**config.mk**
```make
export PLATFORM = sky130hd
export DESIGN_NAME = axi_bresp_reorder_buf_flat
export DESIGN_NICKNAME = d
export VERILOG_FILES = /design/src/rtl/axi_pkg.sv /design/src/rtl/axi_bresp_reorder_buf_if.sv /design/src/rtl/axi_bresp_reorder_buf_oldest_match_sel.sv /design/src/rtl/axi_bresp_reorder_buf.sv /design/src/flat_wrapper.sv
export SDC_FILE = /design/constraint.sdc
export NUM_CORES = 1
export LEC_CHECK = 0
export CAP_MARGIN = 20
export CORE_MARGIN = 10
export CORE_UTILIZATION = 63
export DETAILED_ROUTE_END_ITERATION = 7
export PLACE_DENSITY = 0.94
export SYNTH_ARGS = -nofsm -noshare
export SYNTH_HDL_FRONTEND = slang
export SYNTH_SLANG_ARGS = --single-unit
```
**constraint.sdc**
```tcl
create_clock -name clk -period 7.1 [get_ports clk]
set_input_delay 0.71 -clock clk [delete_from_list [all_inputs] [get_ports clk]]
set_output_delay 0.71 -clock clk [all_outputs]
set_load 0.05 [all_outputs]
```
**src/rtl/axi_pkg.sv**
```systemverilog
// Shared AXI write-response types for the B-channel reorder buffer.
// Response encoding, buffer entry layout and default bus widths.
package axi_pkg;

    localparam int AXI_ID_W   = 2;
    localparam int AXI_RESP_W = 2;

    typedef enum logic [AXI_RESP_W-1:0] {
        OKAY   = 2'd0,
        EXOKAY = 2'd1,
        SLVERR = 2'd2,
        DECERR = 2'd3
    } resp_e;

    typedef struct packed {
        logic                used;
        logic                done;
        logic [AXI_ID_W-1:0] id;
        resp_e               resp;
    } rob_entry_t;

    function automatic logic is_err_resp(input resp_e r);
        return (r == SLVERR) || (r == DECERR);
    endfunction

endpackage

```
**src/rtl/axi_bresp_reorder_buf_if.sv**
```systemverilog
// Allocation, AXI B and in-order completion channels of the reorder buffer.
// master drives requests and responses; slave is the buffer itself.
interface axi_bresp_reorder_buf_if
    import axi_pkg::*;
#(
    parameter int ID_W   = AXI_ID_W,
    parameter int RESP_W = AXI_RESP_W
) ();

    logic              alloc_valid;
    logic              alloc_ready;
    logic [ID_W-1:0]   alloc_id;

    logic              bvalid;
    logic              bready;
    logic [ID_W-1:0]   bid;
    logic [RESP_W-1:0] bresp;

    logic              out_valid;
    logic              out_ready;
    logic [ID_W-1:0]   out_id;
    logic [RESP_W-1:0] out_resp;

    modport master (
        output alloc_valid, alloc_id,
        output bvalid, bid, bresp,
        output out_ready,
        input  alloc_ready, bready,
        input  out_valid, out_id, out_resp
    );

    modport slave (
        input  alloc_valid, alloc_id,
        input  bvalid, bid, bresp,
        input  out_ready,
        output alloc_ready, bready,
        output out_valid, out_id, out_resp
    );

endinterface

```
**src/rtl/axi_bresp_reorder_buf_oldest_match_sel.sv**
```systemverilog
// Priority finder over DEPTH match bits, oldest first starting at head.
// Returns whether any bit is set and the absolute index of the oldest.
module oldest_match_sel #(
    parameter int DEPTH = 8
) (
    input  logic [DEPTH-1:0]         match,
    input  logic [$clog2(DEPTH)-1:0] head,
    output logic                     hit,
    output logic [$clog2(DEPTH)-1:0] index
);

    localparam int AW = $clog2(DEPTH);

    logic [AW-1:0] pos;

    // Scan youngest to oldest so the oldest hit is the last one written.
    always_comb begin
        hit   = 1'b0;
        index = '0;
        pos   = '0;
        for (int k = DEPTH - 1; k >= 0; k--) begin
            pos = head + AW'(k);
            if (match[pos]) begin
                hit   = 1'b1;
                index = pos;
            end
        end
    end

endmodule

```
**src/rtl/axi_bresp_reorder_buf.sv**
```systemverilog
// In-order release buffer for out-of-order AXI B responses.
// Define BRESP_ERR_CNT_EN to build the saturating error-response counter.
module axi_bresp_reorder_buf
    import axi_pkg::*;
#(
    parameter int ID_W   = AXI_ID_W,
    parameter int DEPTH  = 8,
    parameter int RESP_W = AXI_RESP_W
) (
    input  logic                     clk,
    input  logic                     rst_n,
    axi_bresp_reorder_buf_if.slave   bus,
    output logic [$clog2(DEPTH):0]   outstanding,
    output logic                     err_unexpected,
    output logic [15:0]              err_cnt
);

    localparam int AW = $clog2(DEPTH);

    rob_entry_t     ent [DEPTH];
    logic [AW:0]    head;
    logic [AW:0]    tail;
    logic [AW-1:0]  head_idx;
    logic [AW-1:0]  tail_idx;
    logic [AW-1:0]  hit_idx;
    logic [DEPTH-1:0] match;
    logic           full;
    logic           hit;
    logic           alloc_fire;
    logic           b_fire;
    logic           pop;
    logic           bready_q;
    logic           err_q;

    assign head_idx = head[AW-1:0];
    assign tail_idx = tail[AW-1:0];
    assign full     = (head[AW] != tail[AW]) && (head_idx == tail_idx);

    assign bus.alloc_ready = rst_n && !full;
    assign bus.bready      = bready_q;
    assign bus.out_valid   = rst_n && ent[head_idx].used
                             && ent[head_idx].done;
    assign bus.out_id      = ID_W'(ent[head_idx].id);
    assign bus.out_resp    = RESP_W'(ent[head_idx].resp);

    assign alloc_fire = bus.alloc_valid && bus.alloc_ready;
    assign b_fire     = bus.bvalid && bready_q;
    assign pop        = bus.out_valid && bus.out_ready;

    assign outstanding    = rst_n ? (tail - head) : '0;
    assign err_unexpected = err_q;

    // Registered state only, so a slot allocated this cycle cannot match.
    always_comb begin
        match = '0;
        for (int i = 0; i < DEPTH; i++) begin
            match[i] = ent[i].used && !ent[i].done
                       && (ent[i].id == AXI_ID_W'(bus.bid));
        end
    end

    oldest_match_sel #(
        .DEPTH (DEPTH)
    ) u_sel (
        .match (match),
        .head  (head_idx),
        .hit   (hit),
        .index (hit_idx)
    );

    // Alloc hits a free slot, match hits a pending one and pop a done
    // one, so the three writes never address the same entry.
    always_ff @(posedge clk) begin
        if (!rst_n) begin
            head     <= '0;
            tail     <= '0;
            bready_q <= 1'b0;
            err_q    <= 1'b0;
            for (int i = 0; i < DEPTH; i++) begin
                ent[i].used <= 1'b0;
                ent[i].done <= 1'b0;
            end
        end else begin
            bready_q <= 1'b1;
            err_q    <= b_fire && !hit;
            if (b_fire && hit) begin
                ent[hit_idx].done <= 1'b1;
                ent[hit_idx].resp <= resp_e'(AXI_RESP_W'(bus.bresp));
            end
            if (alloc_fire) begin
                ent[tail_idx] <= '{
                    used: 1'b1,
                    done: 1'b0,
                    id:   AXI_ID_W'(bus.alloc_id),
                    resp: OKAY
                };
                tail <= tail + 1'b1;
            end
            if (pop) begin
                ent[head_idx].used <= 1'b0;
                ent[head_idx].done <= 1'b0;
                head <= head + 1'b1;
            end
        end
    end

`ifdef BRESP_ERR_CNT_EN
    logic [15:0] err_cnt_q;

    always_ff @(posedge clk) begin
        if (!rst_n) begin
            err_cnt_q <= '0;
        end else if (pop && is_err_resp(ent[head_idx].resp)
                     && (err_cnt_q != 16'hFFFF)) begin
            err_cnt_q <= err_cnt_q + 16'd1;
        end
    end

    assign err_cnt = err_cnt_q;
`else
    assign err_cnt = '0;
`endif

endmodule

```
**src/flat_wrapper.sv**
```systemverilog
// flat-port wrapper written by rule: the top's interface ports become plain ports
module axi_bresp_reorder_buf_flat import axi_pkg::*;
#(
    parameter int ID_W   = AXI_ID_W,
    parameter int DEPTH  = 8,
    parameter int RESP_W = AXI_RESP_W
)
  (clk, rst_n, outstanding, err_unexpected, err_cnt, bus_alloc_valid, bus_alloc_id, bus_bvalid, bus_bid, bus_bresp, bus_out_ready, bus_alloc_ready, bus_bready, bus_out_valid, bus_out_id, bus_out_resp);
  axi_bresp_reorder_buf_if #(.ID_W(ID_W), .RESP_W(RESP_W)) bus_i ();
  input  logic clk;
  input  logic rst_n;
  output logic [$clog2(DEPTH):0] outstanding;
  output logic err_unexpected;
  output logic [15:0] err_cnt;
  input wire logic [$bits(bus_i.alloc_valid)-1:0] bus_alloc_valid;
  input wire logic [$bits(bus_i.alloc_id)-1:0] bus_alloc_id;
  input wire logic [$bits(bus_i.bvalid)-1:0] bus_bvalid;
  input wire logic [$bits(bus_i.bid)-1:0] bus_bid;
  input wire logic [$bits(bus_i.bresp)-1:0] bus_bresp;
  input wire logic [$bits(bus_i.out_ready)-1:0] bus_out_ready;
  output wire logic [$bits(bus_i.alloc_ready)-1:0] bus_alloc_ready;
  output wire logic [$bits(bus_i.bready)-1:0] bus_bready;
  output wire logic [$bits(bus_i.out_valid)-1:0] bus_out_valid;
  output wire logic [$bits(bus_i.out_id)-1:0] bus_out_id;
  output wire logic [$bits(bus_i.out_resp)-1:0] bus_out_resp;
  assign bus_i.alloc_valid = bus_alloc_valid;
  assign bus_i.alloc_id = bus_alloc_id;
  assign bus_i.bvalid = bus_bvalid;
  assign bus_i.bid = bus_bid;
  assign bus_i.bresp = bus_bresp;
  assign bus_i.out_ready = bus_out_ready;
  assign bus_alloc_ready = bus_i.alloc_ready;
  assign bus_bready = bus_i.bready;
  assign bus_out_valid = bus_i.out_valid;
  assign bus_out_id = bus_i.out_id;
  assign bus_out_resp = bus_i.out_resp;
  axi_bresp_reorder_buf #(.ID_W(ID_W), .DEPTH(DEPTH), .RESP_W(RESP_W)) u_core (.clk(clk), .rst_n(rst_n), .bus(bus_i), .outstanding(outstanding), .err_unexpected(err_unexpected), .err_cnt(err_cnt));
endmodule
```
==> metrics.md, run 1 <==
| Metric | Value |
|---|---|
| Post-CTS Hold Buffers | `0` |
| Status | `finished, final reports clean` |
| Slew headroom | `28.8%` |
| DR vias | `3946` |
| GPL Wtd Cong | `0.962` |
| Met3 wire length | `1500 µm` |
| Die Wd | `105 µm` |
| Setup crit start | `u_core.head[0]` |
| CP endpoint kind | `flop` |
| Post-synthesis sequential area ratio | `30.5%` |
| P_int | `0.590 mW` |
| Setup Fix Bufs, Post-CTS | `0` |
| Clock sink count | `61` |
| Syn_area_per_cell | `10.4 µm²` |
| Fmax | `194 MHz` |
| Switching component of the power | `0.232 mW` |
| Total track usage | `22.3%` |
| VDD IR-drop max | `0.000183 V` |
| Post-layout instance area | `0.00485 mm²` |
| Hold Path Depth | `2` |
| Yosys reg bits | `61` |
| Worst Hold Class | `flop to flop` |
| Wire per inst | `23.5 µm` |
| Setup TNS | `0 ps` |
| Crit start category | `flop` |
| Layout area overhead | `7.30%` |
| Post-synth top area share | `19.9%` |
| Final period utilization | `72.7%` |
| Slew @ Worst Pin | `1060 ps` |
| Io pins | `39` |
| Initial Utilization | `65.8%` |
| Worst endpoint data arrival time | `5430 ps` |
| Largest area contributor in the netlist | `dfxtp_1` |
| EDFF count, synth | `16` |
| Reg2Reg Launch Point | `u_core.head[0]` |
| Launch point of the worst hold path | `u_core.ent[0][1]` |
| Synth Instances | `434` |
| Fin. Hold Viols | `0` |
| Switch share | `28.2%` |
| CTS tree | `built` |
| Leakage | `1.67 nW` |
| H-tree Lvls | `3` |
| Synth Warn # | `0` |
| Cell Area, Synth | `0.00452 mm²` |
| Wirelength, routed | `12700 µm` |
| Dpl cell area | `0.00460 mm²` |
| Unique masters post-synth | `63` |
| Critical path fanouts, max | `21` |
| Avg Vias per Cell | `7.28` |
| Clock share of power | `44.0%` |
| WS Path Type | `flop to flop` |
| Row cnt | `30` |
| Clock buffer depth | `2` |
| Post-synth ARST share | `0%` |
| Core area | `0.00687 mm²` |
| 1st-iter DRT viols | `616` |
| Final Max Slew Viols | `0` |
| Worst Path Required | `7370 ps` |
| Total CTS buffers | `9` |
| Layout cells sized above 1 | `14.3%` |
| Worst Skew | `8.64 ps` |
| Root Buffer | `clkbuf_8` |
| Most frequent cells in the layout | `dfxtp_1, nor2_1, mux4_2, mux2i_1, a21oi_1` |
| DP HPWL | `8820 µm` |
| Max_cap viols | `0` |
| Worst-Skew Late Latency | `360 ps` |
| Clock period minus worst slack | `5160 ps` |
| Highest routed metal layer | `met4` |
| Comb pwr share | `11.5%` |
| Most common cell after layout, fill and taps aside | `dfxtp_1` |
| Unrepaired setup endpoints after global routing | `no` |
| Seq pwr share | `44.5%` |
| Final #Nets | `463` |
| Pin count of the biggest net entering global routing | `34` |
| Initial antenna violation count | `0` |
| Final setup violation count | `0` |
| Ys flop type | `dfxtp_1` |
| Resize count post-CTS | `0` |
| FF-to-FF path depth | `10` |
| Detailed Routing Iterations Pass 1 | `7` |
| Routed wl met2 | `6090 µm` |
| Vias in the first global route | `3810` |
| M1 WL | `4530 µm` |
| First-pass GRT wire length | `19900 µm` |
| DRC | `0` |
| Die area | `0.0110 mm²` |
| Grt total ovfl | `0` |
| ANT cells | `0` |
| Die height | `105 µm` |
| Top cells by area, synth | `dfxtp_1, mux4_2, edfxtp_1, mux2i_1, xnor2_1` |
| Routed Antenna Nets | `0` |
| P per Cell Area | `169 mW/mm²` |
| # port buffers | `22` |
| CTS clk-pin slew, worst paths | `80 ps` |
[Yosys cell counts, drive strengths merged (5+ instances only)]
master	number
mux4	30
dfxtp	45
nor2	30
o31ai	16
inv	13
xnor2	23
clkbuf	5
edfxtp	16
mux2	5
a32oi	8
and4b	9
and2	9
a21boi	6
nand2	22
o21ai	9
ha	10
nand4b	8
nor3	8
nand4	14
buf	40
nand3	16
a21oi	24
mux2i	30
[cells by family after synthesis]
kind of cell	synth area share [%]
xor gates and xnor gates	5.39
adders and majority gates	3.21
and+or+nand+nor	15.2
DFF	30.5
buffers and inverters	8.58
other	0.0829
muxes	23.3
AOI/OAI and AO/OA	13.6
[worst paths after layout]
path | end | slack, ps
worst max-delay path | u_core.ent[0][4] | 1940
worst min-delay path | u_core.ent[0][1] | 490
worst max register to register | u_core.ent[0][4] | 1940
worst min register to register | u_core.ent[0][1] | 490
[sequential cells by signal, indices dropped and copies added (netlist names), named ones only]
name and cells:
u_core.ent 48, u_core.head 4, u_core.tail 4, u_core.bus.bready 1
u_core.err_unexpected 1
[power groups by stage]
| stage | combinational [mW] | clock, mW | sequential [mW] |
|---|---|---|---|
| floorplan | 0.0781 | 0 | 0.374 |
| global placement | 0.0883 | 0 | 0.373 |
| detailed placement | 0.0912 | 0 | 0.374 |
| CTS | 0.0925 | 0.356 | 0.366 |
| global route | 0.0990 | 0.371 | 0.366 |
| finish | 0.0945 | 0.361 | 0.366 |
[per-stage QoR]
step	worst slack (ps)	hold WS (ps)	std cells	util [%]	total power, mW
floorplan	3210	435	449	-	0.452
global placement	2050	448	525	67.0	0.461
detailed placement	1740	469	525	67.0	0.465
CTS	1660	483	541	70.3	0.814
global route	1610	496	542	70.7	0.836
finish	1940	489	542	70.7	0.822
[critical path: stages (launching register included)]
cell,delay (ps)
dfxtp_1,760
inv_1,640
ha_1,470
xnor2_2,540
mux2i_1,250
mux4_2,510
o21ai_1,150
a211oi_2,100
o41ai_4,980
nand3_1,360
a211oi_1,300
[cell type report]
type                            instances  area, µm²
Clock inverter                          7       98.8
Tap cell                               96        120
Timing Repair Buffer                   26        270
Sequential cell                        61       1380
Inverter                               13       48.8
Multi-Input combinational cell        330       2810
Fill cell                             463       2020
Clock buffer                            9        124
[per-layer routing]
metal,track usage [%],vias up
li1,-,1651
met1,26.2,1867
met2,35.6,353
met3,5.59,75
met4,13.9,0
met5,0,-
Note: power is estimated with default switching activity, not from simulation.
==> run 2: changes to the inputs <==
--- a/config.mk
+++ b/config.mk
@@ -7,9 +7,9 @@
 export LEC_CHECK = 0
 export CAP_MARGIN = 20
 export CORE_MARGIN = 10
-export CORE_UTILIZATION = 63
+export CORE_UTILIZATION = 59
 export DETAILED_ROUTE_END_ITERATION = 7
-export PLACE_DENSITY = 0.94
+export PLACE_DENSITY = 0.89
 export SYNTH_ARGS = -nofsm -noshare
 export SYNTH_HDL_FRONTEND = slang
 export SYNTH_SLANG_ARGS = --single-unit
==> constraint.sdc (replaced) <==
create_clock -name clk -period 4.97 [get_ports clk]
set_input_delay 0.497 -clock clk [delete_from_list [all_inputs] [get_ports clk]]
set_output_delay 0.497 -clock clk [all_outputs]
set_load 0.05 [all_outputs]
==> run 2 against run 1 <==
  * Cell count up 2.0%
  * Via count down 0.53%
  * Critical endpoint is now u_core.ent[3][1]
  * Routed wire length down 0.93%
  * Combinational power up 43%
  * Highest routed layer unchanged
==> metrics.md, run 2 (synthesis gave the netlist of run 1 again) <==
| Metric | Value |
|---|---|
| H-tree Lvls | `3` |
| Worst Hold Class | `flop to flop` |
| Slew @ Worst Pin | `1010 ps` |
| Initial antenna violation count | `0` |
| Grt total ovfl | `0` |
| Dpl cell area | `0.00467 mm²` |
| Initial Utilization | `61.4%` |
| Slew headroom | `32.3%` |
| Reg2Reg Setup Slack | `980 ps` |
| Critical path fanouts, max | `10` |
| DP HPWL | `8990 µm` |
| Detailed Routing Iterations Pass 1 | `5` |
| Fin. Hold Viols | `0` |
| Final #Nets | `471` |
| 1st-iter DRT viols | `528` |
| Unrepaired setup endpoints after global routing | `no` |
| Clock sink count | `61` |
| P per Cell Area | `221 mW/mm²` |
| Routed Antenna Nets | `0` |
| Filler Cells Inserted | `558` |
| Resize count post-CTS | `0` |
| Root Buffer | `clkbuf_8` |
| Vias in the first global route | `3954` |
| Worst endpoint data arrival time | `4270 ps` |
| Row cnt | `31` |
| Final Max Slew Viols | `0` |
| First-pass GRT wire length | `20200 µm` |
| CTS clk-pin slew, worst paths | `60 ps` |
| Max_cap viols | `0` |
| CP endpoint kind | `flop` |
| Post-layout instance area | `0.00486 mm²` |
| CTS tree | `built` |
| Clock buffer depth | `2` |
| Die area | `0.0116 mm²` |
| Layout cells sized above 1 | `15.0%` |
| DRC | `0` |
| Final setup violation count | `0` |
| Crit start category | `input port` |
| Total CTS buffers | `9` |
| Wire per inst | `22.8 µm` |
| Io pins | `39` |
| Total track usage | `21.6%` |
| Fmax | `246 MHz` |
| # port buffers | `22` |
| Max FFs per register | `48` |
| Pin count of the biggest net entering global routing | `21` |
| Register name with the most flops | `u_core.ent` |
| Most common cell after layout, fill and taps aside | `dfxtp_1` |
| Biggest regs | `u_core.ent x48, u_core.head x4, u_core.tail x4` |
| Core area | `0.00737 mm²` |
| Die Wd | `108 µm` |
| Die height | `108 µm` |
| Clock period minus worst slack | `4070 ps` |
| Avg Vias per Cell | `7.10` |
| ANT cells | `0` |
| Layout area overhead | `7.39%` |
| Worst-Skew Late Latency | `340 ps` |
| DR vias | `3925` |
| Setup Fix Bufs, Post-CTS | `0` |
| Status | `finished, final reports clean` |
| Most frequent cells in the layout | `dfxtp_1, nor2_1, mux4_2, mux2i_1, a21oi_1` |
| Final period utilization | `81.8%` |
| GPL Wtd Cong | `0.912` |
| WS Path Type | `input port to flop` |
| Worst Skew | `12.1 ps` |
| VDD IR-drop max | `0.000289 V` |
| Worst Path Required | `5170 ps` |
| Leakage | `1.68 nW` |
| Setup TNS | `0 ps` |
| Wirelength, routed | `12600 µm` |
| Post-CTS Hold Buffers | `0` |
run 2: final cells by class:
class	count	area, µm²	share of cell area [%]
Tap cell	99	124	2.55
Clock buffer	10	128	2.63
Sequential cell	61	1380	28.4
Inverter	13	48.8	1.00
Clock inverter	6	55.1	1.13
Timing Repair Buffer	34	310	6.39
Multi-Input combinational cell	330	2810	57.9
run 2: metrics by stage:
step / cells / hold WS [ps] / setup slack [ps] / util, % / power, mW
6_report: 553 / 475 / 905 / 65.9 / 1.07
5_1_grt: 553 / 501 / 704 / 65.9 / 1.10
4_1_cts: 553 / 477 / 993 / 65.9 / 1.07
3_5_place_dp: 537 / 467 / 676 / 63.4 / 0.665
3_3_place_gp: 536 / 449 / 808 / 63.3 / 0.660
2_1_floorplan: 449 / 435 / 1080 / - / 0.646
run 2: path summary, 6_finish.rpt:
path                    startpoint  cells past startpoint               end
setup reg to reg    u_core.head[2]                     11  u_core.ent[3][1]
setup / recovery        bus_bid[0]                     11  u_core.ent[3][1]
hold / removal    u_core.ent[0][0]                      2  u_core.ent[0][0]
hold reg to reg   u_core.ent[0][0]                      2  u_core.ent[0][0]
run 2: where the power goes:
| group | total [mW] | leakage [nW] | switching [mW] | internal (mW) |
|---|---|---|---|---|
| clock network | 0.416 | 0.0928 | 0.190 | 0.226 |
| registers | 0.524 | 0.508 | 0.00706 | 0.517 |
| logic | 0.135 | 1.08 | 0.0925 | 0.0421 |
| total | 1.07 | 1.68 | 0.290 | 0.785 |
run 2: critical path, stage by stage:
cell,delay (ps)
clkdlybuf4s50_1,670
xnor2_1,320
and4b_1,480
mux2i_1,210
mux4_2,520
or3b_1,390
a211oi_2,320
o41ai_4,230
buf_4,240
o31ai_1,280
a21oi_1,110
run 2: metal layers:
layer / share of wire, % / global-route usage (%) / vias up
li1: - / - / 1661
met1: 37 / 25.8 / 1882
met2: 47 / 34.6 / 302
met3: 11 / 6.41 / 80
met4: 4.6 / 11.3 / 0
met5: 0 / 0 / -
==> run 3: changes to the inputs <==
==> constraint.sdc (replaced) <==
create_clock -name clk -period 4.2 [get_ports clk]
set_input_delay 0.42 -clock clk [delete_from_list [all_inputs] [get_ports clk]]
set_output_delay 0.42 -clock clk [all_outputs]
set_load 0.05 [all_outputs]
==> run 3 against run 2 <==
  * Routed wire length grew 0.22%
  * Critical path depth shrank 1
  * Via count shrank 0.84%
  * Register-to-register slack lost 350 ps
  * First-iteration DRC count grew 14%
  * Worst setup slack lost 560 ps
  * Largest power group unchanged
==> metrics.md, run 3 (synthesis gave the netlist of run 1 again) <==
| Metric | Value |
|---|---|
| Unrepaired setup endpoints after global routing | `no` |
| VDD IR-drop max | `0.000284 V` |
| Resize count post-CTS | `0` |
| Post-CTS Hold Buffers | `0` |
| Slew @ Worst Pin | `797 ps` |
| Total power | `1.38 mW` |
| Final #Nets | `477` |
| Finished Layout Cells | `559` |
| Highest routed metal layer | `met4` |
| Vias in the first global route | `3914` |
| CP endpoint kind | `flop` |
| Wire per inst | `22.6 µm` |
| Status | `finished, final reports clean` |
| Leakage | `1.74 nW` |
| Slew headroom | `46.8%` |
| Die height | `108 µm` |
| CTS clk-pin slew, worst paths | `70 ps` |
| CP endpoint | `u_core.ent[6][0]` |
| Total track usage | `21.7%` |
| Die area | `0.0116 mm²` |
| Clock buffer depth | `2` |
| Most frequent cells in the layout | `dfxtp_1, nor2_1, mux4_2, mux2i_1, a21oi_1` |
| Fmax | `260 MHz` |
| CTS tree | `built` |
| 1st-iter DRT viols | `603` |
| DP HPWL | `9030 µm` |
| Grt total ovfl | `0` |
| Met3 wire length | `1440 µm` |
| Max_cap viols | `0` |
| CP Buf/Inv Count | `1` |
| Filler Cells Inserted | `539` |
| Worst endpoint data arrival time | `4060 ps` |
| H-tree Lvls | `3` |
| R2R Path End | `u_core.ent[6][0]` |
| P per Cell Area | `277 mW/mm²` |
| Biggest regs | `u_core.ent x48, u_core.head x4, u_core.tail x4` |
| Worst Skew | `10.6 ps` |
| Crit-path leading delay family | `compound AO/OA/AOI/OAI gates` |
| First-pass GRT wire length | `20100 µm` |
| Avg Vias per Cell | `6.96` |
| Worst Hold Class | `flop to flop` |
| Clock sink count | `61` |
| Initial Utilization | `61.4%` |
| Die Wd | `108 µm` |
| DR vias | `3892` |
| Total CTS buffers | `9` |
| Crit start category | `input port` |
| Cells along the critical path | `clkdlybuf4s50_1, xnor2_1, nand4b_1, mux4_2, mux2i_2, nor2_1, a32oi_1, nand3_1, o31ai_1, a21oi_1` |
| Setup Fix Bufs, Post-CTS | `0` |
| Detailed Routing Iterations Pass 1 | `7` |
| Most common cell after layout, fill and taps aside | `dfxtp_1` |
| WHS | `477 ps` |
| Routed wl met2 | `6060 µm` |
| Slowest CP cell | `clkdlybuf4s50_1` |
| FF-to-FF path depth | `10` |
| Root Buffer | `clkbuf_8` |
| Worst-Skew Late Latency | `340 ps` |
| # port buffers | `22` |
| Final setup violation count | `0` |
| Wirelength, routed | `12700 µm` |
| Clock period minus worst slack | `3850 ps` |
| M1 WL | `4480 µm` |
| Setup crit start | `bus_bid[0]` |
| ANT cells | `0` |
| Setup TNS | `0 ps` |
| Worst Path Required | `4400 ps` |
| Layout area overhead | `9.82%` |
| Critical path fanouts, max | `9` |
| Max stage delay on crit path | `660 ps` |
| Layout cells sized above 1 | `17.0%` |
| GPL Wtd Cong | `0.977` |
| Pin count of the biggest net entering global routing | `28` |
| Max FFs per register | `48` |
| Initial antenna violation count | `0` |
| Placed Cells | `543` |
| Io pins | `39` |
| Fin. Hold Viols | `0` |
| Routed Antenna Nets | `0` |
| Row cnt | `31` |
| Final Max Slew Viols | `0` |
| Reg2Reg Setup Slack | `630 ps` |
| DRC | `0` |
| Worst path depth | `10` |
| Register name with the most flops | `u_core.ent` |
| WS Path Type | `input port to flop` |
| Core area | `0.00737 mm²` |
| Reg2Reg Launch Point | `u_core.head[1]` |
| Final period utilization | `91.7%` |
==> run 3: changes by cell type in the layout (fill, tap and decap cells not counted) <==
| cell | before | now |
|---|---|---|
| clkbuf_1 | 1 | 0 |
| inv_6 | 0 | 1 |
| buf_12 | 0 | 2 |
| bufinv_16 | 1 | 2 |
| clkinv_1 | 3 | 0 |
| buf_4 | 12 | 16 |
| clkinv_4 | 1 | 2 |
| clkinvlp_4 | 0 | 1 |
==> run 3: tightest hold or removal path: stages (launching register included) <==
cell     delay (ps)
dfxtp_1         310
o31ai_1          60
a21oi_1          60
==> run 3: worst min-delay path by stage <==
stage / startpoint / end / slack, ps / cells past startpoint
after global routing: u_core.ent[7][0] / u_core.ent[7][0] / 500 / 2
after CTS: u_core.ent[7][0] / u_core.ent[7][0] / 480 / 2
after floorplan: u_core.ent[0][0] / u_core.ent[0][0] / 440 / 2
after detailed placement: u_core.ent[0][1] / u_core.ent[0][1] / 460 / 2
final: u_core.ent[7][0] / u_core.ent[7][0] / 480 / 2
after global placement: u_core.ent[0][1] / u_core.ent[0][1] / 450 / 2
==> run 3: cell type report <==
class                           count  area (µm²)  share of cell area, %
Multi-Input combinational cell    330        2810                   56.6
Timing Repair Buffer               40         380                   7.66
Inverter                           13        48.8                  0.982
Tap cell                           99         124                   2.49
Sequential cell                    61        1380                   27.8
Clock inverter                      7        98.8                   1.99
Clock buffer                        9         124                   2.49
==> run 3: per-stage QoR <==
| stage | util (%) | setup WS (ps) | area (µm²) |
|---|---|---|---|
| after floorplan | - | 309 | 4580 |
| after global placement | 64.4 | 191 | 4740 |
| after detailed placement | 64.4 | 79.2 | 4740 |
| after CTS | 67.4 | 416 | 4970 |
| after global routing | 67.4 | 213 | 4970 |
| final | 67.4 | 347 | 4970 |
==> run 3: routing by layer <==
metal  GRT usage, %  vias to the layer above
li1               -                     1667
met1           24.8                     1847
met2           35.6                      302
met3           5.45                       76
met4           13.6                        0
met5              0                        -
==> run 3: power breakdown <==
| group | internal, mW | leakage (nW) | switching, mW |
|---|---|---|---|
| Clock | 0.337 | 0.110 | 0.253 |
| Combinational | 0.0550 | 1.12 | 0.112 |
| Sequential | 0.611 | 0.508 | 0.00877 |
